==> src/rtl/sync_event_capture_pkg.sv <==
// Shared types and helpers for the synchronized event capture block.
// Holds the detector state encoding and the high-timer width calculation.
package sync_event_capture_pkg;

    typedef enum logic [1:0] {
        ST_IDLE  = 2'd0,
        ST_HIGH  = 2'd1,
        ST_STUCK = 2'd2
    } state_t;

    // Wide enough to hold MAX_HIGH itself, so the timer can saturate there.
    function automatic int timer_width(input int max_high);
        return $clog2(max_high + 1);
    endfunction

endpackage

==> src/rtl/sync_event_capture_counter.sv <==
// Saturating up/down counter with a one-cycle strobe when an increment is lost.
// Simultaneous increment and decrement cancel, even at the top of the range.
module sat_updown_counter #(
    parameter int W = 4
) (
    input  logic         clk,
    input  logic         srst,
    input  logic         i_inc,
    input  logic         i_dec,
    output logic [W-1:0] o_count,
    output logic         o_ovf
);

    localparam logic [W-1:0] CNT_MAX = {W{1'b1}};

    logic [W-1:0] r_count;
    logic [W-1:0] w_count_next;
    logic         w_ovf;

    always_comb begin
        w_count_next = r_count;
        w_ovf        = 1'b0;
        if (i_inc && !i_dec) begin
            if (r_count == CNT_MAX) begin
                w_ovf = 1'b1;
            end else begin
                w_count_next = r_count + 1'b1;
            end
        end else if (i_dec && !i_inc) begin
            // An empty counter ignores decrements rather than wrapping.
            if (r_count != '0) begin
                w_count_next = r_count - 1'b1;
            end
        end
    end

    always_ff @(posedge clk) begin
        if (srst) begin
            r_count <= '0;
        end else begin
            r_count <= w_count_next;
        end
    end

    assign o_count = r_count;
    assign o_ovf   = w_ovf;

endmodule

==> src/rtl/sync_event_capture.sv <==
// Turns rising edges of an already-synchronized level into queued events,
// with sticky flags for dropped events and for a level held high too long.
module sync_event_capture
    import sync_event_capture_pkg::*;
#(
    parameter int CNT_W    = 4,
    parameter int MAX_HIGH = 16
) (
    input  logic             clkB,
    input  logic             rstB,
    input  logic             sync_in,
    input  logic             evt_ready,
    input  logic             clr_err,
    output logic             evt_pulse,
    output logic             evt_valid,
    output logic [CNT_W-1:0] pend_count,
    output logic             overflow,
    output logic             stuck_err
);

    localparam int                TMR_W   = timer_width(MAX_HIGH);
    localparam logic [TMR_W-1:0]  TMR_MAX = TMR_W'(MAX_HIGH);

    state_t           r_state;
    state_t           w_state_next;
    logic [TMR_W-1:0] r_timer;
    logic [TMR_W-1:0] w_timer_next;
    logic             r_prev;
    logic             r_pulse;
    logic             r_overflow;
    logic             r_stuck;

    logic             w_edge;
    logic             w_pop;
    logic             w_valid;
    logic             w_ovf;
    logic             w_stuck_set;
    logic [CNT_W-1:0] w_count;

    // Edges are only recognised from IDLE, so a stuck level cannot re-trigger.
    assign w_edge      = sync_in & ~r_prev & (r_state == ST_IDLE);
    assign w_valid     = (w_count != '0);
    assign w_pop       = w_valid & evt_ready;
    assign w_stuck_set = (r_state == ST_HIGH) & sync_in & (r_timer == TMR_MAX);

    always_comb begin
        w_state_next = r_state;
        w_timer_next = r_timer;
        case (r_state)
            ST_IDLE: begin
                if (w_edge) begin
                    w_state_next = ST_HIGH;
                    w_timer_next = TMR_W'(1);
                end
            end
            ST_HIGH: begin
                if (!sync_in) begin
                    w_state_next = ST_IDLE;
                end else if (r_timer == TMR_MAX) begin
                    w_state_next = ST_STUCK;
                end else begin
                    w_timer_next = r_timer + 1'b1;
                end
            end
            ST_STUCK: begin
                if (!sync_in) begin
                    w_state_next = ST_IDLE;
                end
            end
            default: begin
                w_state_next = ST_IDLE;
            end
        endcase
    end

    sat_updown_counter #(
        .W (CNT_W)
    ) u_pend_cnt (
        .clk     (clkB),
        .srst    (rstB),
        .i_inc   (w_edge),
        .i_dec   (w_pop),
        .o_count (w_count),
        .o_ovf   (w_ovf)
    );

    always_ff @(posedge clkB) begin
        if (rstB) begin
            r_state    <= ST_IDLE;
            r_timer    <= '0;
            r_prev     <= 1'b1;
            r_pulse    <= 1'b0;
            r_overflow <= 1'b0;
            r_stuck    <= 1'b0;
        end else begin
            r_state    <= w_state_next;
            r_timer    <= w_timer_next;
            r_prev     <= sync_in;
            r_pulse    <= w_edge;
            // A new set on the clearing clock keeps the flag high.
            r_overflow <= w_ovf | (r_overflow & ~clr_err);
            r_stuck    <= w_stuck_set | (r_stuck & ~clr_err);
        end
    end

    assign evt_pulse  = r_pulse;
    assign evt_valid  = w_valid;
    assign pend_count = w_count;
    assign overflow   = r_overflow;
    assign stuck_err  = r_stuck;

endmodule

==> config.mk <==
export PLATFORM = sky130hd
export DESIGN_NAME = sync_event_capture
export DESIGN_NICKNAME = d
export VERILOG_FILES = /design/src/rtl/sync_event_capture_pkg.sv /design/src/rtl/sync_event_capture_counter.sv /design/src/rtl/sync_event_capture.sv
export SDC_FILE = /design/constraint.sdc
export NUM_CORES = 1
export LEC_CHECK = 0
export ABC_AREA = 1
export BUFFER_PORTS_ARGS = -buffer_cell sky130_fd_sc_hd__buf_2
export CAP_MARGIN = 20
export CORE_MARGIN = 4
export CORE_UTILIZATION = 38
export DETAILED_ROUTE_END_ITERATION = 8
export GPL_TIMING_DRIVEN = 0
export PLACE_DENSITY = 0.57
export SKIP_CTS_REPAIR_TIMING = 1
export SLEW_MARGIN = 25
export SYNTH_ARGS = -nofsm -noshare
export SYNTH_HDL_FRONTEND = slang
export SYNTH_SLANG_ARGS = --single-unit
==> constraint.sdc <==
create_clock -name clkB -period 2.15 [get_ports clkB]
set_clock_uncertainty 0.05 [all_clocks]
set_input_delay 0.215 -clock clkB [delete_from_list [all_inputs] [get_ports clkB]]
set_output_delay 0.215 -clock clkB [all_outputs]
set_load 0.03 [all_outputs]
Word level (Yosys, flattened, before mapping). Cells that the tools add are included.

Reductions and logical operators: 12. Multipliers: 0. Divide/modulo/power cells: 0. Shift operators: 0. Magnitude comparators: 0. $add $sub $neg: 3. Mux-type cells: 15. Equality and inequality tests: 10. Bitwise logic cells: 11.

Operator list (count): two-way mux 4 bit (4); two-way mux 5 bit (3); one-hot mux 5 bit (2 select lines) (1); two-way mux 2 bit (4); != test 2 bit, second input constant (4); AND 1 bit (7); one-hot mux 2 bit (3 select lines) (1); AND reduction 3 bit (2); nonzero test 2 bit (3); adder 5 x 1 -> 5 bit, second input constant (1); == test 5 bit, second input constant (1); adder 4 x 1 -> 4 bit, second input constant (1); == test 4 bit, second input constant (1); AND reduction 4 bit (1); nonzero test 4 bit (1); subtractor 4 x 1 -> 4 bit, second input constant (1); != test 3 x 2 -> 1 bit, second input constant (1); == test 2 x 1 -> 1 bit, second input constant (1); == test 2 bit, second input constant (1); logical AND 1 bit (2); logical NOT 1 bit (2); logical NOT 2 bit (1); two-way mux 1 bit (2); != test 2 x 1 -> 1 bit, second input constant (1); other kinds (2) (4).

RAM bits: 0. Memories: 0. Latch bits: 0. Flip-flop bits (word level): 15. Logic and storage cells: 58. Bits in read-only memories: 0.

Logic depth before layout (Yosys ltp).
Word-level depth: 7. Depth in mapped cells: 12.

By module. A second synthesis with hierarchy kept.

Cell total of the unflattened synthesis: 132. Area, all modules: 928.4 um^2.

By module, submodules not included: sync_event_capture (seq. area each 220.2 um^2, cells each 78, area an instance 574.3 um^2, times used 1); sat_updown_counter (seq. area each 80.1 um^2, cells each 54, area an instance 354.1 um^2, times used 1).

Worst setup path before layout. No wires, ideal clock.

Path kind: register to register. Start: register u_pend_cnt.r_count[0], in the netlist u_pend_cnt.o_count[0]. End: register u_pend_cnt.r_count[3], in the netlist u_pend_cnt.o_count[3]. Arrival: 1.763 ns. Library setup time: 0.115 ns. Setup slack: 0.222 ns. Path buffers: 0. Stages on the path, launching flop included: 12. Clock period less this slack: 1.928 ns. Data required time: 1.985 ns. Path through: dfxtp_1 -> nor2_2 -> nand2_2 -> nand2_4 -> nand2_2 -> ha_1 -> nand3_1 -> nand3_1 -> inv_1 -> nand2_1 -> a21oi_1 -> nor2_1.

Word-level cells in the longest chain between the ends: 6.

RTL lines: from (decl) (RTL line sync_event_capture_counter.sv:16) `logic [W-1:0] r_count;`; from (signal assigned) (RTL line sync_event_capture_counter.sv:41) `r_count <= w_count_next;`; nonzero test 4 bit (*) (RTL line sync_event_capture.sv:42) `assign w_valid = (w_count != '0);`; via evt_valid (RTL line sync_event_capture.sv:15) `output logic evt_valid,`; AND 1 bit (RTL line sync_event_capture.sv:43) `assign w_pop = w_valid & evt_ready;`; logical NOT 1 bit (RTL line sync_event_capture_counter.sv:23) `if (i_inc && !i_dec) begin`; logical AND 1 bit (RTL line sync_event_capture_counter.sv:23); != test 2 bit (no line) / nonzero test 2 bit (equally long branches); AND reduction 3 bit (no line).

The timed path passes the listed nets; every way through them passes the cells marked *. The select of a mux whose other input is x is not followed. A chain may end at the register's enable or synchronous reset.

Final worst setup path.
Start: register u_pend_cnt.r_count[0], in the netlist u_pend_cnt.o_count[0]. End: register u_pend_cnt.r_count[3], in the netlist u_pend_cnt.o_count[3].

Word-level cells in the longest chain between the ends: 6.

RTL lines: parallel branches: the longest is 6 deep, another holds subtractor 4 x 1 -> 4 bit.

Parallel ways; which one is timed is not known. The select of a mux whose other input is x is not followed.

==> results.yml <==
timing:
  fin_hold_ws_ns: 0.124
  final-setup-viol-count: 0
  period_minus_slack_ns: 1.79
  rsz0062_at_grt: "false"
  layout_setup_ws_ns: 0.365
  timing.slew.headroom: 0.689
  drv_slew: 0
  worst_slew_pin_slew_ns: 0.467
  finalCritPeriodShare: 0.830
  hold_viol: 0
  finalSetupTns_ns: 0
  fmax_mhz: 560
power_and_ir_drop:
  p_int_mw: 0.499
  p_seq_frac: 0.407
  p_comb_frac: 0.408
  max-vdd-ir-drop_mv: 0.592
  total_power_mw: 0.861
  p_per_area_nw_per_um2: 934
  p_clk_frac: 0.185
  p_sw_frac: 0.420
  p_switching_mw: 0.362
  power.leakage_nw: 0.424
synthesis:
  synth_compound_area_frac: 0.0729
  yosys-mux-area-fraction: 0
  syn_area_um2: 807
  async_reset_ff_frac: 0
  ys.warnings.count: 0
  yosys.area_share.adder: 0.0868
  yosys-top-cells-area: "dfxtp_1 (37%), nand2_1 (8.8%), inv_1 (7.9%)"
  synth_fp_nets: 122
  synthCells: 112
  seq_area_frac_synth: 0.372
  synth_edf_count: 0
  yosysUniqueCellTypes: 22
  syn_area_per_cell_um2: 7.21
  yosysTopAreaCell: "dfxtp_1"
  synth-xor-area-share: 0.0217
  synthTopCellsByCount: "nand2_1 (19), inv_1 (17), nor2_1 (16)"
  yosys.cell_count.top_type: "nand2_1"
  synth_flop_cell: "dfxtp_1"
  yosys.area_share.simple: 0.349
  synth.top_cell.area_share: 0.372
  synth_seq_cells: 15
  synth_top_family_by_area: "simple AND/OR/NAND/NOR gates"
clock_network:
  cts_made_buffers: 3
  clockBufferDepth: 2
  clock-sinks: 15
  htreeDepth: 1
  clk_latency_ns: 0.27
  cts_tree: "done"
  clk_pin_slew_ns: 0.09
  cts_root_buf: "clkbuf_4"
route:
  drtPass1Iterations: 4
  final_antenna_net_count: 0
  drcViolationCount: 0
  drtIter0Drc: 6
  vias: 677
  vias_per_cell: 4.40
  wl_per_cell_um: 9.62
  drt-total-wl_um: 1480
worst_setup_path:
  crit_chain: "nor2_2, nand2_2, nand2_4, nand2_2, ha_1, nand3_1, nand3_1, inv_1, nand2_1, a21oi_1, nor2_1"
  critPathCaptureType: "register"
  cp-start-kind: "register"
  crit_fanout: 7
  slowest_stage: "dfxtp_1"
  crit_required_ns: 2.28
  crit_type: "reg -> reg"
  critPathMaxStageDelay_ns: 0.39
  critPathArrivalTime_ns: 1.91
place:
  dpl.hpwl_um: 1170
  io_buffer_count: 11
  gp_congestion: 0.745
  dpl_cell_area_um2: 896
  dp_cells: 150
  pre_cts_ws_ns: 0.374
floorplan:
  start_util: 0.407
  die_h_um: 54.1
  core_um2: 1980
  rows: 16
  ios: 13
  dieWidth_um: 54.1
  dieArea_um2: 2930
final_layout:
  diodes: 0
  utilization: 0.465
  fillCellCount: 206
  num-nets-final: 138
  finalNonFillerCells: 154
  drive_above_1_share: 0.228
  area_growth_pct: 14.3
  final_area_um2: 922
global_routing:
  antenna_found_initial: 0
  grt_usage: 0.126
  grt_pass1_vias: 630
  grt-ovfl-total: 0
  grt_max_degree: 11
  grt_pass1_wl_um: 2660
worst_hold_path:
  min_path_type: "in -> reg"
run_status:
  status: "complete, no violations"
job:
  max_cap_violations: 0
[routing by layer]
| layer | vias to the layer above | routed length (um) | global-route usage |
|---|---|---|---|
| li1 | 377 | - | - |
| met2 | 8 | 717 | 0.210 |
| met5 | - | 0 | 0 |
| met3 | 2 | 39 | 0.0249 |
| met1 | 290 | 706 | 0.154 |
| met4 | 0 | 19 | 0.0622 |
[cell families (layout without fill, tap and decap cells)]
kind of cell,Yosys count,count (layout)
adders and majority gates,5,5
buffers and inverters,21,36
and+or+nand+nor,58,58
xor gates and xnor gates,2,2
DFF,15,15
AOI/OAI and AO/OA,11,11
[power groups by stage]
stage	Sequential (mW)	Clock [mW]	Combinational [mW]
floorplan	0.403	0	0.226
global placement	0.357	0	0.346
detailed placement	0.358	0	0.352
CTS	0.352	0.169	0.354
global route	0.360	0.181	0.389
finish	0.351	0.159	0.351
[cells in the final DEF, fill, tap and decap left out]
| cell | count |
|---|---|
| nand2_1 | 19 |
| inv_1 | 17 |
| nor2_1 | 16 |
| dfxtp_1 | 15 |
| buf_2 | 11 |
| nand2_2 | 6 |
| a21oi_1 | 6 |
| nand3_1 | 6 |
| nand4_1 | 4 |
| ha_1 | 4 |
| inv_2 | 3 |
| o21ai_0 | 3 |
| clkbuf_4 | 3 |
| nor2_2 | 2 |
| nand2_4 | 2 |
| clkbuf_1 | 2 |
| nor2_4 | 1 |
| xor2_1 | 1 |
| or2_1 | 1 |
| a21oi_2 | 1 |
| xnor2_1 | 1 |
| nor3_1 | 1 |
| o21ai_1 | 1 |
| fa_1 | 1 |
[state kept, by name (all words and copies together) (netlist names)]
| name | count |
|---|---|
| evt_pulse | 1 |
| overflow | 1 |
| r_prev | 1 |
| r_state | 2 |
| r_timer | 5 |
| stuck_err | 1 |
| u_pend_cnt.o_count | 4 |
[worst paths after layout]
check / startpoint / to / slack (ns) / depth (start not counted)
worst min register to register: stuck_err$_SDFF_PP0_ / stuck_err$_SDFF_PP0_ / 0.43 / 2
worst min-delay path: sync_in / r_prev$_SDFF_PP1_ / 0.12 / 3
worst max-delay path: u_pend_cnt.o_count[0]$_SDFFE_PP0P_ / u_pend_cnt.o_count[3]$_SDFFE_PP0P_ / 0.36 / 11
worst max register to register: u_pend_cnt.o_count[0]$_SDFFE_PP0P_ / u_pend_cnt.o_count[3]$_SDFFE_PP0P_ / 0.36 / 11
[cell type report]
class / instances / area [um2] / share of cell area
Buffer: 1 / 3.75 / 0.00407
Clock buffer: 4 / 26.3 / 0.0285
Inverter: 20 / 75.1 / 0.0814
Multi-Input combinational cell: 76 / 428 / 0.464
Sequential cell: 15 / 300 / 0.326
Tap cell: 27 / 33.8 / 0.0366
Timing Repair Buffer: 11 / 55.1 / 0.0597
[worst max-delay path: cells and delay by family (launching register included)]
| kind | cells | cell delay, ns |
|---|---|---|
| adders and majority gates | 1 | 0.33 |
| and+or+nand+nor | 8 | 0.70 |
| AOI/OAI and AO/OA | 1 | 0.14 |
| buffers and inverters | 1 | 0.06 |
| DFF | 1 | 0.39 |
Power figures use the tool's default switching activity.
